$ cat src/rtl/ahb_gpio_pkg.sv
// Shared definitions for the AHB-Lite GPIO peripheral: register offsets,
// edge-type encoding and the AHB transfer-type encoding.
package ahb_gpio_pkg;

  localparam logic [7:0] OFF_DATA   = 8'h00;
  localparam logic [7:0] OFF_DIR    = 8'h04;
  localparam logic [7:0] OFF_IEN    = 8'h08;
  localparam logic [7:0] OFF_ITYPE  = 8'h0C;
  localparam logic [7:0] OFF_STATUS = 8'h10;
  localparam logic [7:0] OFF_CTRL   = 8'h14;

  typedef enum logic {
    EDGE_RISE = 1'b0,
    EDGE_FALL = 1'b1
  } edge_type_t;

  typedef enum logic [1:0] {
    HTRANS_IDLE   = 2'b00,
    HTRANS_BUSY   = 2'b01,
    HTRANS_NONSEQ = 2'b10,
    HTRANS_SEQ    = 2'b11
  } htrans_t;

  // A transfer is real only for NONSEQ or SEQ; IDLE and BUSY carry no data.
  function automatic logic trans_active(input logic [1:0] trans);
    return (trans == HTRANS_NONSEQ) || (trans == HTRANS_SEQ);
  endfunction

endpackage

$ cat src/rtl/gpio_sync_edge.sv
// Input synchroniser chain followed by a previous-value register, giving the
// synchronised vector and single-cycle rise/fall pulses for every bit.
module gpio_sync_edge #(
  parameter int W      = 1,
  parameter int STAGES = 2
) (
  input  logic         HCLK,
  input  logic         HRESET,
  input  logic [W-1:0] din,
  output logic [W-1:0] sync,
  output logic [W-1:0] rise,
  output logic [W-1:0] fall
);

  logic [W-1:0] chain [STAGES];
  logic [W-1:0] prev;

  // Shift raw pins through the synchroniser; prev always tracks the synchronised value so direction changes never fake an edge.
  always_ff @(posedge HCLK or posedge HRESET) begin
    if (HRESET) begin
      for (int i = 0; i < STAGES; i++) begin
        chain[i] <= '0;
      end
      prev <= '0;
    end else begin
      chain[0] <= din;
      for (int i = 1; i < STAGES; i++) begin
        chain[i] <= chain[i-1];
      end
      prev <= chain[STAGES-1];
    end
  end

  assign sync = chain[STAGES-1];
  assign rise = sync & ~prev;
  assign fall = ~sync & prev;

endmodule

$ cat src/rtl/ahb_gpio_param.sv
// AHB-Lite GPIO slave: bus decode, register file, sticky edge status with
// set-over-clear priority, output parity generation, input parity checking
// and the read-data mux.
module ahb_gpio_param
  import ahb_gpio_pkg::*;
#(
  parameter int          WIDTH       = 16,
  parameter int          SYNC_STAGES = 2,
  parameter logic [31:0] BASE_ADDR   = 32'h5300_0000
) (
  input  logic             HCLK,
  input  logic             HRESET,
  input  logic             HSEL,
  input  logic [31:0]      HADDR,
  input  logic [1:0]       HTRANS,
  input  logic             HWRITE,
  input  logic             HREADY,
  input  logic [31:0]      HWDATA,
  output logic             HREADYOUT,
  output logic [31:0]      HRDATA,
  input  logic [WIDTH:0]   GPIOIN,
  output logic [WIDTH:0]   GPIOOUT,
  output logic [WIDTH-1:0] GPIOEN,
  output logic             IRQ,
  output logic             PARITYERR
);

  logic             addr_valid;
  logic             dp_valid;
  logic             dp_write;
  logic [7:0]       dp_off;
  logic             wr_en;

  logic [WIDTH-1:0] out_reg;
  logic [WIDTH-1:0] dir_reg;
  logic [WIDTH-1:0] ien_reg;
  logic [WIDTH-1:0] itype_reg;
  logic [WIDTH-1:0] status_reg;
  logic             podd_reg;
  logic             irq_reg;
  logic             perr_reg;

  logic [WIDTH:0]   sync_in;
  logic [WIDTH:0]   rise_all;
  logic [WIDTH:0]   fall_all;
  logic [WIDTH-1:0] edge_set;
  logic [WIDTH-1:0] status_clr;
  logic [31:0]      rdata;

  // The region is chosen by HSEL; BASE_ADDR and the upper address bits only
  // matter to the system decoder, and the parity pin carries no edge events.
  logic unused_ok;
  assign unused_ok = ^{rise_all[WIDTH], fall_all[WIDTH], HADDR[31:8],
                       HWDATA[31:WIDTH], BASE_ADDR};

  gpio_sync_edge #(
    .W      (WIDTH + 1),
    .STAGES (SYNC_STAGES)
  ) u_sync (
    .HCLK   (HCLK),
    .HRESET (HRESET),
    .din    (GPIOIN),
    .sync   (sync_in),
    .rise   (rise_all),
    .fall   (fall_all)
  );

  assign addr_valid = HSEL & HREADY & trans_active(HTRANS);
  assign wr_en      = dp_valid & dp_write;

  // Capture the address phase so the following cycle knows what to write or read.
  always_ff @(posedge HCLK or posedge HRESET) begin
    if (HRESET) begin
      dp_valid <= 1'b0;
      dp_write <= 1'b0;
      dp_off   <= '0;
    end else begin
      dp_valid <= addr_valid;
      dp_write <= HWRITE;
      dp_off   <= HADDR[7:0];
    end
  end

  // Plain configuration registers take HWDATA at the end of the data phase.
  always_ff @(posedge HCLK or posedge HRESET) begin
    if (HRESET) begin
      out_reg   <= '0;
      dir_reg   <= '0;
      ien_reg   <= '0;
      itype_reg <= '0;
      podd_reg  <= 1'b0;
    end else if (wr_en) begin
      case (dp_off)
        OFF_DATA:  out_reg   <= HWDATA[WIDTH-1:0];
        OFF_DIR:   dir_reg   <= HWDATA[WIDTH-1:0];
        OFF_IEN:   ien_reg   <= HWDATA[WIDTH-1:0];
        OFF_ITYPE: itype_reg <= HWDATA[WIDTH-1:0];
        OFF_CTRL:  podd_reg  <= HWDATA[0];
        default: ;
      endcase
    end
  end

  // Pick the selected edge polarity per pin, only for pins configured as inputs.
  always_comb begin
    edge_set = '0;
    for (int i = 0; i < WIDTH; i++) begin
      if (!dir_reg[i]) begin
        edge_set[i] = (edge_type_t'(itype_reg[i]) == EDGE_FALL) ? fall_all[i] : rise_all[i];
      end
    end
  end

  assign status_clr = (wr_en && (dp_off == OFF_STATUS)) ? HWDATA[WIDTH-1:0] : '0;

  // Sticky status: clear first, then OR in new edges so a coincident edge survives the W1C.
  always_ff @(posedge HCLK or posedge HRESET) begin
    if (HRESET) begin
      status_reg <= '0;
    end else begin
      status_reg <= (status_reg & ~status_clr) | edge_set;
    end
  end

  // Register the interrupt and the input parity check so both outputs are glitch-free.
  always_ff @(posedge HCLK or posedge HRESET) begin
    if (HRESET) begin
      irq_reg  <= 1'b0;
      perr_reg <= 1'b0;
    end else begin
      irq_reg  <= |(status_reg & ien_reg);
      perr_reg <= (^sync_in) ^ podd_reg;
    end
  end

  // Read data is driven only during a valid data phase and zero elsewhere.
  always_comb begin
    rdata = '0;
    if (dp_valid) begin
      case (dp_off)
        OFF_DATA:   rdata[WIDTH-1:0] = (out_reg & dir_reg) | (sync_in[WIDTH-1:0] & ~dir_reg);
        OFF_DIR:    rdata[WIDTH-1:0] = dir_reg;
        OFF_IEN:    rdata[WIDTH-1:0] = ien_reg;
        OFF_ITYPE:  rdata[WIDTH-1:0] = itype_reg;
        OFF_STATUS: rdata[WIDTH-1:0] = status_reg;
        OFF_CTRL:   rdata[0]         = podd_reg;
        default:    rdata            = '0;
      endcase
    end
  end

  assign HRDATA    = rdata;
  assign HREADYOUT = 1'b1;
  assign GPIOOUT   = {(^out_reg) ^ podd_reg, out_reg & dir_reg};
  assign GPIOEN    = dir_reg;
  assign IRQ       = irq_reg;
  assign PARITYERR = perr_reg;

endmodule

$ cat config.mk
export PLATFORM = sky130hd
export DESIGN_NAME = ahb_gpio_param
export DESIGN_NICKNAME = d
export VERILOG_FILES = /design/src/rtl/ahb_gpio_pkg.sv /design/src/rtl/gpio_sync_edge.sv /design/src/rtl/ahb_gpio_param.sv
export SDC_FILE = /design/constraint.sdc
export NUM_CORES = 1
export LEC_CHECK = 0
export ABC_AREA = 1
export ABC_CLOCK_PERIOD_IN_PS = 9900
export CAP_MARGIN = 20
export CORE_MARGIN = 10
export CORE_UTILIZATION = 50
export DETAILED_ROUTE_END_ITERATION = 16
export PLACE_DENSITY = 0.87
export SETUP_SLACK_MARGIN = 0.2
export SLEW_MARGIN = 20
export SYNTH_ARGS = -nofsm -noshare
export SYNTH_HDL_FRONTEND = slang
export SYNTH_SLANG_ARGS = --single-unit
export TNS_END_PERCENT = 20
$ cat constraint.sdc
create_clock -name HCLK -period 9.9 [get_ports HCLK]
set_input_delay 1.485 -clock HCLK [delete_from_list [all_inputs] [get_ports HCLK]]
set_output_delay 1.485 -clock HCLK [all_outputs]
set_load 0.02 [all_outputs]
==> summary.txt, run 1 <==
Status
  – Run status: finished, final reports clean

CTS
  – Clock transition at path regs: 50 ps
  – # Post-CTS Setup Buffers: 0
  – PostCTS Resize Cnt: 0
  – Number of hold buffers added after CTS: 0
  – Cts bufs inserted: 17
  – Clk Latency, worst-skew pair: 420 ps
  – Root Buffer: clkbuf_16
  – CTS sink cnt: 143
  – Clk buf depth: 2
  – H-tree level count: 4
  – CTS tree: built

Cells and area
  – Diode count: 0
  – Share of cells above drive strength 1: 8.93%
  – Non-filler cells, final: 1072
  – Final instance area: 8350 µm²
  – Util after Layout: 63.0%
  – Area growth syn-to-layout: 23.0%
  – Nets: 972

Logic synthesis
  – Yosys reg bits: 143
  – Post-synth top area cell: dfrtp_1
  – Prevailing post-synth register cell: dfrtp_1
  – EDFF count, synth: 0
  – Avg Cell Area, Syn: 8.62 µm²
  – Synth top area cells: dfrtp_1, nand2_1, o21ai_0, inv_1, o21ai_2
  – Synthesized area: 6780 µm²
  – Top-area cell type share of the netlist area: 52.7%
  – Synth warn: 0
  – Distinct cells, synth: 34
  – Sequential cell area fraction in the yosys report: 52.7%
  – Ys async rst share: 100%
  – Mapped Cells: 787

Worst setup path
  – Depth of the most critical reg-to-reg path: 6
  – Critical Path Start Type: flop
  – Req. time, crit path: 8420 ps
  – Worst EP arrival: 3000 ps
  – Max FO, Critical Path: 18
  – Crit end category: primary output
  – CP Class: flop to primary output

Pwr
  – Combinational Power Share: 8.0%
  – Pint: 1.03 mW
  – Switching power: 0.309 mW
  – Power per cell area: 161 nW/µm²
  – Static Leak: 4.12 nW
  – Peak supply drop: 0.112 mV
  – Clock Power Share: 45.9%
  – Net Sw Frac: 23.0%
  – Reg power frac: 46.0%

Die
  – Full die area: 18600 µm²
  – Core area: 13200 µm²
  – Die X: 136 µm
  – Height of the die: 136 µm
  – Initial Util: 51.2%
  – # rows: 42
  – Ports: 156

Detailed routing
  – Number of vias per cell: 5.26
  – WL per Instance: 16.2 µm
  – WL final: 17400 µm
  – Via count: 5639
  – 1st-iter DRT viols: 677
  – # DRC: 0
  – Remaining antenna violation count: 0
  – First-pass DRT Iterations: 5

Global routing
  – GR Util All Layers: 19.3%
  – Largest net degree at the start of global routing: 79
  – Vias in the first global route: 5644
  – Gr ovfl total: 0
  – Initial antenna violation count: 0
  – First-pass GRT wire length: 28300 µm

Min path
  – WHS Path Cells: 0
  – Class of the worst hold path: flop to flop

STA
  – Least-Margin Pin Slew: 1010 ps
  – Tmin final: 4490 ps
  – Pins Over Slew Limit: 0
  – Setup TNS Final: 0 ps
  – Final Hold Fails: 0
  – Clock Skews: 7.02 ps
  – Slew margin rel.: 32.4%
  – # setup viols final: 0
  – RSZ-0062 raised after global routing: false
  – Period Utilization, post-route: 45.3%
  – Fmax: 223 MHz
  – Final setup margin: 5410 ps

Placement
  – GPL Wtd Cong: 0.860
  – Buffers on Ports: 97
  – Post-Place Cells: 1041
  – Dpl ws: 5880 ps
  – Detailed placer's ending HPWL: 11900 µm
  – Post-placement cell area: 7780 µm²

Run
  – Maxcap violations: 0
power by group through the flow:
stage               Sequential [mW]  Clock [mW]  Combinational (mW)
floorplan                     0.627           0              0.0663
global placement              0.627           0               0.105
detailed placement            0.627           0               0.108
CTS                           0.617       0.623               0.109
global route                  0.619       0.648               0.120
finish                        0.618       0.616               0.108
per-stage QoR:
stage / power, mW / hold WS [ps]
finish: 1.34 / 346
global route: 1.39 / 349
CTS: 1.35 / 347
detailed placement: 0.735 / 335
global placement: 0.732 / 332
floorplan: 0.693 / 331
Yosys cell counts, types with 2 or more instances:
library cell  count
nand2_1         232
dfrtp_1         143
inv_1            79
o21ai_0          64
nand3_1          46
nor2_1           45
o21ai_1          31
o21ai_2          27
buf_4            19
xnor2_1          13
a21oi_1          10
xor2_1           10
o31ai_1           8
a21boi_0          7
buf_6             7
inv_2             5
nand2_4           5
nor2_4            5
nor3_1            5
buf_2             4
clkbuf_1          4
nand2_2           3
a221oi_1          2
conb_1            2
nand4_1           2
worst max-delay path, stage by stage (launching register included):
cell             delay [ps]
dfrtp_1                 370
inv_2                    60
nand2_4                  80
nor2_4                  260
nand2_2                 100
nor2_4                  490
nor2_1                   80
nand3_1                 100
nand2_1                 170
nor2_1                  220
clkdlybuf4s50_1         640
worst paths after layout:
check	startpoint	to	slack, ps
setup / recovery	dp_off[0]	HRDATA[2]	5410
hold / removal	u_sync.chain[31]	u_sync.sync[14]	350
setup reg to reg	dp_off[3]	ien_reg[7]	7120
hold reg to reg	u_sync.chain[31]	u_sync.sync[14]	350
max in group asynchronous	HRESET	dp_off[2]	7040
min in group asynchronous	HRESET	u_sync.chain[30]	1550
cell type report:
| class | instances | area [µm²] |
|---|---|---|
| Timing Repair Buffer | 99 | 986 |
| Clock buffer | 24 | 482 |
| Clock inverter | 7 | 85.1 |
| Multi-Input combinational cell | 538 | 2670 |
| Inverter | 85 | 329 |
| Tap cell | 176 | 220 |
| Sequential cell | 143 | 3580 |
| Fill cell | 1091 | 4900 |
logic make-up (layout without fill, tap and decap cells):
group                     count (synthesis)  in the layout  share of synthesized area, %
other                                     2             17                         0.111
buffers and inverters                   121            215                          8.85
xor gates and xnor gates                 23             23                          2.97
DFF                                     143            143                          52.7
and+or+nand+nor                         348            348                          22.0
AOI/OAI and AO/OA                       150            150                          13.3
cell usage in the layout, fill, tap and decap left out, types with 2 or more instances in the layout:
master	count
a21boi_0	7
nor3_1	4
buf_4	2
clkbuf_1	4
o21ai_1	31
clkinv_2	5
nor2_4	5
xnor2_1	13
dfrtp_1	143
nor2_1	45
o21ai_2	27
clkbuf_16	17
o21ai_0	64
bufinv_16	2
clkdlybuf4s50_1	97
inv_6	2
inv_1	78
clkbuf_8	3
nand2_1	232
a21oi_1	10
nand2_2	3
o31ai_1	8
nand3_1	46
xor2_1	10
nand2_4	5
conb_1	17
inv_2	5
a221oi_1	2
nand4_1	2
metal layers:
layer / vias up / share of wire, % / global-route usage, %
met5: - / 0 / 0
met4: 0 / 2.1 / 8.28
met3: 36 / 7.9 / 4.94
met2: 249 / 48 / 31.0
met1: 2681 / 42 / 24.2
li1: 2673 / - / -
Power figures use the tool's default switching activity.
==> run 2, diff against run 1 <==
ABC_CLOCK_PERIOD_IN_PS = 4300   (was 9900)
clock period = 4.3 ns   (was 9.9 ns; I/O delays follow)
==> run 2 against run 1 <==
  * Die area unchanged
  * Largest cell class unchanged
  * Final area decreased by 0.22%
  * Clock power increased by 100%
  * Clock skew decreased by 2.1 ps
  * Cell count about the same
  * Hold slack got worse by 2.7 ps
  * Sequential power increased by 130%
==> summary.txt, run 2 (synthesis gave the netlist of run 1 again) <==
Status
  – Run status: finished, final reports clean

Pwr
  – Power per cell area: 353 nW/µm²
  – Clock Power Share: 42.9%
  – Combinational Power Share: 8.7%
  – Reg power frac: 48.5%
  – Peak supply drop: 0.221 mV
  – Pint: 2.22 mW
  – Switching power: 0.713 mW
  – Net Sw Frac: 24.3%
  – Static Leak: 4.11 nW

Die
  – # rows: 42
  – Initial Util: 51.2%
  – Die X: 136 µm
  – Core area: 13200 µm²
  – Full die area: 18600 µm²
  – Height of the die: 136 µm
  – Ports: 156

CTS
  – CTS sink cnt: 143
  – Clock transition at path regs: 60 ps
  – CTS tree: built
  – Clk Latency, worst-skew pair: 420 ps
  – Cts bufs inserted: 17
  – # Post-CTS Setup Buffers: 0
  – Clk buf depth: 2
  – H-tree level count: 4
  – Number of hold buffers added after CTS: 0
  – PostCTS Resize Cnt: 0
  – Root Buffer: clkbuf_16

Cells and area
  – Diode count: 0
  – Share of cells above drive strength 1: 9.14%
  – Area growth syn-to-layout: 22.8%
  – Commonest non-fill, non-tap cell in the layout: nand2_1
  – Filler Cell Count: 1082
  – Commonest cells after routing, fill and taps aside: nand2_1, dfrtp_1, clkdlybuf4s50_1
  – Nets: 975
  – Non-filler cells, final: 1073

STA
  – Period Utilization, post-route: 86.6%
  – Pins Over Slew Limit: 0
  – Slew margin rel.: 57.0%
  – Clock Skews: 4.96 ps
  – Fmax: 269 MHz
  – Setup TNS Final: 0 ps
  – Least-Margin Pin Slew: 644 ps
  – RSZ-0062 raised after global routing: false
  – Min Hold Slack: 343 ps
  – Tmin final: 3720 ps
  – Final Hold Fails: 0
  – # setup viols final: 0

Global routing
  – GR Util All Layers: 19.8%
  – Initial antenna violation count: 0
  – Gr ovfl total: 0
  – Vias in the first global route: 5802
  – First-pass GRT wire length: 28900 µm
  – Largest net degree at the start of global routing: 50

Detailed routing
  – 1st-iter DRT viols: 743
  – Remaining antenna violation count: 0
  – # DRC: 0
  – WL per Instance: 16.5 µm
  – First-pass DRT Iterations: 5
  – Via count: 5679
  – Number of vias per cell: 5.29
  – WL final: 17700 µm

Placement
  – GPL Wtd Cong: 0.897
  – Buffers on Ports: 97
  – Detailed placer's ending HPWL: 12100 µm
  – Post-Place Cells: 1043

Worst setup path
  – Worst EP arrival: 3080 ps
  – CP Class: flop to primary output
  – Req. time, crit path: 3650 ps
  – Crit end category: primary output
  – Critical Path Start Type: flop
  – Max FO, Critical Path: 18

Min path
  – Class of the worst hold path: flop to flop

Run
  – Maxcap violations: 0
run 2: cell count changes in the layout (fill, tap and decap cells not counted):
cell,delta
clkinvlp_4,+2
bufinv_16,-2
inv_6,-1
clkinv_2,+3
clkbuf_1,-2
nor3_2,-1
nor3_1,+1
buf_12,+3
clkbuf_8,-2
run 2: path summary, 6_finish.rpt:
| kind | end | slack, ps | cells past startpoint | startpoint |
|---|---|---|---|---|
| max in group asynchronous | GPIOEN[6] | 3140 | 3 | HRESET |
| worst min register to register | u_sync.sync[16] | 340 | 0 | u_sync.chain[33] |
| worst max-delay path | HRDATA[2] | 580 | 10 | dp_off[0] |
| worst max register to register | out_reg[13] | 1890 | 7 | dp_off[0] |
| min in group asynchronous | status_reg[13] | 580 | 2 | HRESET |
| worst min-delay path | u_sync.sync[16] | 340 | 0 | u_sync.chain[33] |
run 2: through the flow:
step	setup slack (ps)	utilization, %	cell area [µm²]	total power, mW
global route	535	62.9	8330	3.04
detailed placement	1140	59.0	7810	1.70
finish	576	62.9	8330	2.94
floorplan	1860	-	6840	1.60
CTS	662	62.7	8310	2.94
global placement	1150	59.0	7810	1.69
run 2: area by class of cell:
class	count	area, µm²	area share (%)
Clock buffer	20	447	5.36
Clock inverter	9	47.5	0.571
Inverter	85	328	3.94
Multi-Input combinational cell	538	2660	32.0
Sequential cell	143	3580	43.0
Tap cell	176	220	2.64
Timing Repair Buffer	102	1050	12.6
run 2: worst max-delay path: stages, from the launching register on:
cell and delay, ps:
dfrtp_1 370, inv_2 60, nand2_4 80, nor2_4 290, nand2_2 110, nor2_4 510, nor2_1 80, nand3_1 90
nand2_1 170, nor2_1 240, clkdlybuf4s50_1 650
run 2: power by group through the flow:
stage	combinational, mW	sequential, mW	clock (mW)
after CTS	0.254	1.42	1.27
after detailed placement	0.251	1.44	0
after floorplan	0.153	1.44	0
after global placement	0.246	1.44	0
after global routing	0.283	1.43	1.33
final	0.254	1.42	1.26
run 2: routing by layer:
layer  routed length [µm]  vias to the layer above  track usage, %
li1                     -                     2687               -
met1                 7270                     2675            24.0
met2                 8280                      261            31.2
met3                 1490                       56            5.61
met4                  676                        0            10.8
met5                    0                        -               0
